$ cat config.mk
export PLATFORM = sky130hd
export DESIGN_NAME = seven_seg_frame_ctrl
export DESIGN_NICKNAME = d
export VERILOG_FILES = /design/src/rtl/sevseg_pkg.sv /design/src/rtl/seven_seg_frame_ctrl_scan_tick_gen.sv /design/src/rtl/seven_seg_frame_ctrl.sv
export SDC_FILE = /design/constraint.sdc
export NUM_CORES = 1
export LEC_CHECK = 0
export BUFFER_PORTS_ARGS = -buffer_cell sky130_fd_sc_hd__buf_2
export CORE_AREA = 2 2 88 90
export CTS_BUF_LIST = sky130_fd_sc_hd__clkbuf_2 sky130_fd_sc_hd__clkbuf_4 sky130_fd_sc_hd__clkbuf_8
export DETAILED_ROUTE_END_ITERATION = 16
export DIE_AREA = 0 0 90 92
export SETUP_SLACK_MARGIN = 0.3
export SLEW_MARGIN = 30
export SYNTH_ARGS = -nofsm -noshare
export SYNTH_HDL_FRONTEND = slang
export SYNTH_HIERARCHICAL = 1
export SYNTH_SLANG_ARGS = --single-unit
$ cat constraint.sdc
create_clock -name clock -period 2.4 [get_ports clock]
set_input_delay 0 -clock clock [delete_from_list [all_inputs] [get_ports clock]]
set_output_delay 0 -clock clock [all_outputs]
set_load 0.05 [all_outputs]
$ cat src/rtl/sevseg_pkg.sv
// sevseg_pkg: shared types and constants for the seven-segment frame controller.
//   seg_t      : segment vector {g,f,e,d,c,b,a}, active-low.
//   SEG_BLANK  : all segments dark.
//   HEX_SEG    : hex font, indexed by the 4-bit digit value.
//   hex_decode : helper that looks a digit up in HEX_SEG.
package sevseg_pkg;

  typedef logic [6:0] seg_t;

  localparam seg_t SEG_BLANK = 7'b1111111;

  localparam seg_t HEX_SEG [16] = '{
    7'b1000000,  // 0
    7'b1111001,  // 1
    7'b0100100,  // 2
    7'b0110000,  // 3
    7'b0011001,  // 4
    7'b0010010,  // 5
    7'b0000010,  // 6
    7'b1111000,  // 7
    7'b0000000,  // 8
    7'b0010000,  // 9
    7'b0001000,  // A
    7'b0000011,  // b
    7'b1000110,  // C
    7'b0100001,  // d
    7'b0000110,  // E
    7'b0001110   // F
  };

  function automatic seg_t hex_decode(input logic [3:0] digit);
    return HEX_SEG[digit];
  endfunction

endpackage

$ cat src/rtl/seven_seg_frame_ctrl_scan_tick_gen.sv
// scan_tick_gen: free-running divider that produces the digit scan tick.
//   clock : system clock
//   reset : synchronous, active-high
//   tick  : high for one cycle every 2**DIVIDE_BY clocks (counter all ones)
module scan_tick_gen #(
  parameter int DIVIDE_BY = 17
) (
  input  logic clock,
  input  logic reset,
  output logic tick
);

  logic [DIVIDE_BY-1:0] cnt_q;
  logic [DIVIDE_BY-1:0] cnt_d;

  assign cnt_d = cnt_q + 1'b1;
  assign tick  = &cnt_q;

  always_ff @(posedge clock) begin
    if (reset) begin
      cnt_q <= '0;
    end else begin
      cnt_q <= cnt_d;
    end
  end

endmodule

$ cat src/rtl/seven_seg_frame_ctrl.sv
// seven_seg_frame_ctrl: N-digit multiplexed hex display driver with an
// internal scan divider, frame-synchronous double buffering and per-digit
// blanking.
//   clock       : system clock, the only clock
//   reset       : synchronous, active-high
//   value       : hex digits, digit i = value[4i+3:4i]
//   load        : one-cycle strobe capturing value
//   digit_blank : 1 = digit i dark during its slot (sampled live)
//   an          : anodes, active-low, one-hot-low or all ones
//   seg         : segments {g..a}, active-low
//   frame_done  : one-cycle pulse the cycle after each frame wrap
//   pending     : a loaded value is waiting for the frame boundary
// Build option: define SEVSEG_LZB_EN to enable leading-zero blanking.
module seven_seg_frame_ctrl
  import sevseg_pkg::*;
#(
  parameter int N_DIGITS  = 4,
  parameter int DIVIDE_BY = 17
) (
  input  logic                  clock,
  input  logic                  reset,
  input  logic [4*N_DIGITS-1:0] value,
  input  logic                  load,
  input  logic [N_DIGITS-1:0]   digit_blank,
  output logic [N_DIGITS-1:0]   an,
  output seg_t                  seg,
  output logic                  frame_done,
  output logic                  pending
);

  localparam int IDX_W = (N_DIGITS > 1) ? $clog2(N_DIGITS) : 1;
  localparam logic [IDX_W-1:0] LAST_IDX = IDX_W'(N_DIGITS - 1);

  logic                  tick;
  logic                  boundary;
  logic [IDX_W-1:0]      index_q,   index_d;
  logic [4*N_DIGITS-1:0] display_q, display_d;
  logic [4*N_DIGITS-1:0] shadow_q,  shadow_d;
  logic                  pending_q, pending_d;
  logic                  frame_done_q;
  logic [N_DIGITS-1:0]   an_q,      an_d;
  seg_t                  seg_q,     seg_d;
  logic [3:0]            cur_digit;
  logic                  blank;
  logic [N_DIGITS-1:0]   lzb;

  scan_tick_gen #(
    .DIVIDE_BY(DIVIDE_BY)
  ) u_tick (
    .clock(clock),
    .reset(reset),
    .tick (tick)
  );

  assign boundary = tick && (index_q == LAST_IDX);

`ifdef SEVSEG_LZB_EN
  // Digit gi is a leading zero when it and every higher digit are zero.
  for (genvar gi = 0; gi < N_DIGITS; gi++) begin : g_lzb
    if (gi == 0) begin : g_d0
      assign lzb[gi] = 1'b0;
    end else begin : g_dn
      assign lzb[gi] = (display_q[4*N_DIGITS-1:4*gi] == '0);
    end
  end
`else
  assign lzb = '0;
`endif

  always_comb begin
    index_d   = index_q;
    display_d = display_q;
    shadow_d  = shadow_q;
    pending_d = pending_q;

    if (tick) begin
      index_d = boundary ? '0 : index_q + 1'b1;
    end

    if (boundary) begin
      // A load landing on the boundary goes straight to the display and
      // supersedes whatever was waiting in the shadow.
      if (load) begin
        display_d = value;
        pending_d = 1'b0;
      end else if (pending_q) begin
        display_d = shadow_q;
        pending_d = 1'b0;
      end
    end else if (load) begin
      shadow_d  = value;
      pending_d = 1'b1;
    end
  end

  always_comb begin
    cur_digit = display_q[{index_q, 2'b00} +: 4];
    blank     = digit_blank[index_q] | lzb[index_q];
    an_d      = blank ? '1 : ~(N_DIGITS'(1) << index_q);
    seg_d     = blank ? SEG_BLANK : hex_decode(cur_digit);
  end

  always_ff @(posedge clock) begin
    if (reset) begin
      index_q      <= '0;
      display_q    <= '0;
      shadow_q     <= '0;
      pending_q    <= 1'b0;
      frame_done_q <= 1'b0;
      an_q         <= '1;
      seg_q        <= SEG_BLANK;
    end else begin
      index_q      <= index_d;
      display_q    <= display_d;
      shadow_q     <= shadow_d;
      pending_q    <= pending_d;
      frame_done_q <= boundary;
      an_q         <= an_d;
      seg_q        <= seg_d;
    end
  end

  assign an         = an_q;
  assign seg        = seg_q;
  assign frame_done = frame_done_q;
  assign pending    = pending_q;

endmodule
## Yosys cells after proc, flatten, opt, wreduce, memory -nomap -nowiden

Memory sizes are Yosys's and may differ from the RTL's. A register that Yosys moved wholly into a read port is not among the register bits.
Index checks and enable logic that the tools add are counted.

| operators by class | value |
|---|---|
| add/subtract/negate cells | 2 |
| magnitude comparators | 1 |
| equality and inequality tests | 1 |
| shift-type cells | 2 |
| muxes and demuxes | 7 |
| bitwise operators | 4 |
| reductions and logical operators | 7 |

Operator list:

| operator | number |
|---|---|
| 16-bit 2-to-1 mux | 2 |
| 17-bit by 1-bit adder with 17-bit output, second input constant | 1 |
| 17-bit AND reduction | 1 |
| 16-bit by 5-bit indexed part select with 4-bit output | 1 |
| 4-bit NOT with 5-bit output | 1 |
| 1-bit binary-select mux with 2-bit select | 2 |
| 4-bit NOT | 1 |
| 2-bit AND reduction | 2 |
| 2-bit OR reduction | 2 |
| 1-bit by 2-bit << shifter with 4-bit output, first input constant | 1 |
| 2-bit by 3-bit less-than comparator with 1-bit output, second input constant | 1 |
| 2-bit by 1-bit adder with 2-bit output, second input constant | 1 |
| 2-bit equality test, second input constant | 1 |
| 1-bit 2-to-1 mux | 2 |
| 2-bit 2-to-1 mux | 1 |
| 2-bit nonzero test | 1 |
| 1-bit logical AND | 1 |
| 1-bit NOT | 1 |
| 1-bit bitwise OR | 1 |

| storage, ports and cells | value |
|---|---|
| register bits after elaboration | 57 |
| ROM bits | 112 |
| bits of input ports | 23 |
| output and inout bits | 13 |
| memories kept | 1 |

Memory list:

| memory | depth | width | read ports | clocked after Yosys merged registers in | wr ports | line | source |
|---|---|---|---|---|---|---|---|
| (no name shown) | 16 | 7 | 1 | 1 | 0 | sevseg_pkg.sv:32 | `return HEX_SEG[digit];` |

## Longest topological paths before layout

| logic depth | value |
|---|---|
| word-level depth | 4 |
| gate-level depth with buffers | 11 |

## Cells and area by module

Netlist, hierarchy kept.

Modules (own cells, without submodules):

| module | instances | cells an instance | area each (um^2) | seq. area each (um^2) |
|---|---|---|---|---|
| seven_seg_frame_ctrl | 1 | 220 | 2070.7 | 940.9 |
| scan_tick_gen | 1 | 85 | 769.5 | 340.3 |

## Least setup slack after synthesis

No wires, ideal clock.

| timing | value |
|---|---|
| kind | register to register |
| start point | register u_tick.cnt_q[0] |
| end point | register display_q[10] |
| arrival | 2.238 ns |
| required time | 2.314 ns |
| path slack | 0.076 ns |
| cell stages (with the launch flop) | 11 |
| path buffers | 1 |
| period minus slack after synthesis | 2.324 ns |
| cell sequence | dfxtp_1 ha_1 nand4_4 nor4_1 and2_1 ha_1 nand2_1 nor2_1 clkbuf_1 nor2_1 a211oi_1 |

| between the ends | value |
|---|---|
| word-level cells in the longest chain between the ends | 3 |

Ends and longest elaborated chain:

| what | line | source |
|---|---|---|
| start, declared | seven_seg_frame_ctrl_scan_tick_gen.sv:13 | `logic [DIVIDE_BY-1:0] cnt_q;` |
| start signal, assigned | seven_seg_frame_ctrl_scan_tick_gen.sv:23 | `cnt_q <= cnt_d;` |
| 17-bit AND reduction | seven_seg_frame_ctrl_scan_tick_gen.sv:17 | `assign tick = &cnt_q;` |
| net tick | seven_seg_frame_ctrl.sv:34 | `logic tick;` |
| 1-bit logical AND | seven_seg_frame_ctrl.sv:55 | `assign boundary = tick && (index_q == LAST_IDX);` |
| 2-bit AND reduction (no line) | -- |  |
| end signal, assigned | seven_seg_frame_ctrl.sv:114 | `display_q <= display_d;` |
| end, declared | seven_seg_frame_ctrl.sv:37 | `logic [4*N_DIGITS-1:0] display_q, display_d;` |

The timed path passes the listed nets, and every way through them passes these cells.
A chain may end at the register's enable or synchronous reset.

## Worst setup path after layout

| timing | value |
|---|---|
| start point | register u_tick.cnt_q[9] |
| end point | register display_q[12] |

Same word-level chain as after synthesis.

==> flow_summary.yaml <==
run_status:
  outcome: "finished, final reports clean"
cts:
  cts_buffer_depth: 2
  h-tree-depth: 3
  numClockSinks: 64
  path_clk_slew_ns: 0.08
  cts_buffers: 9
  clkLatencyLatePin_ns: 0.35
  tritoncts: "done"
  cts_root_buf: "clkbuf_8"
sta:
  drv_slew: 0
  finalCriticalPeriod_ns: 1.93
  max_freq_ghz: 0.517
  hold_viol: 0
  rsz0062_at_grt: "false"
  max-slew-margin-rel_pct: 51.8
  final.period_utilization_pct: 80.5
  finalSetupTns_ns: 0
  setup_viol: 0
  fin_skew_ns: 0.0103
  tightest_slew_ns: 0.724
routing:
  antenna_left: 0
  drtIter0Drc: 66
  vias_per_cell: 4.94
  routed_wl_microns: 6110
  dr.pass1.iters: 4
  drc_errors: 0
  post_drt_wl_per_cell_microns: 13.0
  vias: 2316
die:
  start_util_pct: 38.1
  die_width_microns: 90
  row_count: 32
  core_sq_um: 7450
  pin_count: 36
  die_y_microns: 92
  dieArea_sq_um: 8280
power_and_ir_drop:
  p_leak_nw: 1.40
  peakVddDrop_mv: 0.290
  power_density_nw_per_um2: 683
final_layout:
  seq_area_sq_um: 1290
  multiInputGateArea_sq_um: 1500
  fin_nets: 397
  fill_cells: 737
  drive_gt1_share_pct: 25.1
  antennaDiodeCount: 0
  instances_no_fill: 469
  area_delta_synth_final_pct: 30.2
run:
  drv_cap: 0
synth:
  synth-compound-area-share_pct: 13.8
  synth_top_family_by_area: "simple AND/OR/NAND/NOR gates"
  synth-adder-area-share_pct: 5.29
  syn_area_sq_um: 2840
  syn_nets: 340
  synthXorXnorAreaFrac_pct: 0.925
  yosys_register_bits: 64
  yosys.area_share.simple_pct: 18.4
  synthMuxAreaShare_pct: 12.2
  yosys_warnings: 6
  synthCells: 305
  avgSynthCellArea_sq_um: 9.31
  ys_seq_area_share_pct: 45.1
  synth.distinct_cells: 36
global_route:
  grt_max_degree: 39
  grt_usage_pct: 15.6
  antenna_found_initial: 0
  overflow: 0
  grt_pass1_wl_microns: 10300
  grt_pass1_vias: 2237
worst_setup_path:
  slowest_delay_ns: 0.41
  worstSetupPathType: "reg2reg"
  r2r_start: "u_tick/cnt_q[9]"
  crit_buf_inv: 1
  crit_start: "u_tick/cnt_q[9]"
  worstSetupStartpointType: "flop"
  crit_slowest_cell: "dfxtp_1"
  worstPathRequired_ns: 2.66
  cp.arrival_ns: 2.19
  crit_chain: "nand4_1 > nor4_4 > and2_4 > ha_4 > nand2_2 > nor2_4 > buf_12 > nor2_1 > a211oi_1"
  critPathMaxFanout: 16
  critPathTopFamily: "simple AND/OR/NAND/NOR gates"
  reg2reg_slack_ns: 0.47
  end_kind: "flop"
place:
  io_buffers: 35
  placed_cells: 434
  gp_congestion: 0.823
  dp_hpwl_microns: 3880
min_path:
  hp-class: "in2reg"
  hp-start: "load"
[layer usage]
metal / GRT usage [%] / vias to the layer above / routed length [microns] / share of wire, %
li1: - / 1194 / - / -
met1: 19.2 / 1076 / 2910 / 48
met2: 26.1 / 37 / 2890 / 47
met3: 3.53 / 9 / 209 / 3.4
met4: 7.31 / 0 / 89 / 1.5
met5: 0 / - / 0 / 0
[worst paths after layout]
check,to,cells past startpoint
setup / recovery,display_q[12],9
setup reg to reg,display_q[12],9
hold / removal,pending,3
hold reg to reg,u_tick/cnt_q[0],1
[synthesized netlist by cell type]
library cell | number | area [sq um]
or4_1 | 5 | 37.5
or3_2 | 2 | 15.0
and2_1 | 2 | 12.5
nor4_1 | 4 | 25.0
o31ai_1 | 5 | 37.5
or2_4 | 1 | 8.76
or3_1 | 1 | 6.26
buf_1 | 1 | 3.75
a21oi_1 | 27 | 135
o211ai_1 | 1 | 7.51
buf_2 | 3 | 15.0
ha_1 | 12 | 150
mux2_2 | 3 | 33.8
xnor2_1 | 1 | 8.76
o21ai_1 | 1 | 5.00
nand2b_1 | 1 | 6.26
dfxtp_1 | 64 | 1280
mux2i_1 | 19 | 190
nand2_1 | 44 | 165
o221ai_1 | 4 | 35.0
nor2_1 | 32 | 120
nand3_1 | 6 | 30.0
o2bb2ai_1 | 1 | 8.76
inv_1 | 9 | 33.8
nand4_1 | 3 | 18.8
a211oi_1 | 19 | 143
buf_6 | 2 | 22.5
mux4_1 | 3 | 78.8
nand4_4 | 1 | 21.3
mux4_2 | 2 | 45.0
and2b_2 | 2 | 17.5
nand3b_1 | 1 | 7.51
clkbuf_1 | 12 | 45.0
nor2b_1 | 5 | 31.3
o21ai_0 | 4 | 20.0
xor2_1 | 2 | 17.5
[tightest hold or removal path, stage by stage]
cell      delay [ns]
buf_2           0.12
nor2_1          0.08
a211oi_1        0.16
[repair_timing]
action,in CTS,in global routing
cloned,1,0
hold buffers,16,0
hold endpoints to repair,17,0
setup endpoints to repair,34,23
setup buffers,0,2
resized for setup,7,10
pin swaps,2,1
[cell families (layout without fill, tap and decap cells)]
group | after synthesis | count (layout)
flops | 64 | 64
simple gates | 110 | 110
xor+xnor | 3 | 3
buf+inv | 27 | 89
mux | 27 | 27
fa+ha+maj | 12 | 12
compound gates | 62 | 62
[where the power goes]
group / leakage [nW] / internal, mW / switching (mW)
combinational: 0.740 / 0.0753 / 0.0996
sequential: 0.525 / 1.09 / 0.0146
clock: 0.134 / 0.799 / 0.449
total: 1.40 / 1.96 / 0.564
[metrics by stage]
stage	setup WS (ns)	total power [mW]	instance area (sq um)	hold slack, ns	util (%)
after global placement	0.167	1.28	3180	0.252	42.7
after CTS	0.378	2.55	3650	0.0558	49.1
final	0.467	2.53	3700	0.0583	49.7
after global routing	0.313	2.62	3700	0.115	49.7
after detailed placement	0.113	1.28	3180	0.259	42.7
after floorplan	0.314	1.23	2860	0.136	-
[placed cells by master, fill, tap and decap left out, types with 2 or more instances in the layout]
cell type	instances
dfxtp_1	58
nand2_1	43
buf_2	35
nor2_1	31
a21oi_1	27
mux2i_1	19
a211oi_1	18
dlygate4sd3_1	16
ha_1	10
buf_4	10
inv_1	9
clkbuf_8	9
dfxtp_2	5
nand3_1	5
o31ai_1	5
or4_1	5
nor2b_1	5
mux4_2	4
o221ai_1	4
o21ai_0	4
bufinv_16	4
nand4_1	3
nor4_1	3
mux2_2	3
and2_4	2
and2b_2	2
buf_12	2
or3_2	2
xor2_1	2
ha_4	2
[flip-flops by register name (all words and copies together) (netlist names)]
register,flops
seg,7
an,4
pending,1
shadow_q,16
frame_done,1
display_q,16
index_q,2
u_tick/cnt_q,17
[cell type report]
| cell class | instances | share of cell area (%) |
|---|---|---|
| inverters | 9 | 0.913 |
| clock inverters | 7 | 3.86 |
| well taps | 102 | 3.45 |
| flip-flops and latches | 64 | 34.9 |
| clock buffers | 9 | 3.35 |
| repair buffers | 64 | 13.1 |
| multi-input cells | 214 | 40.5 |
Note: power is estimated with default switching activity, not from simulation.
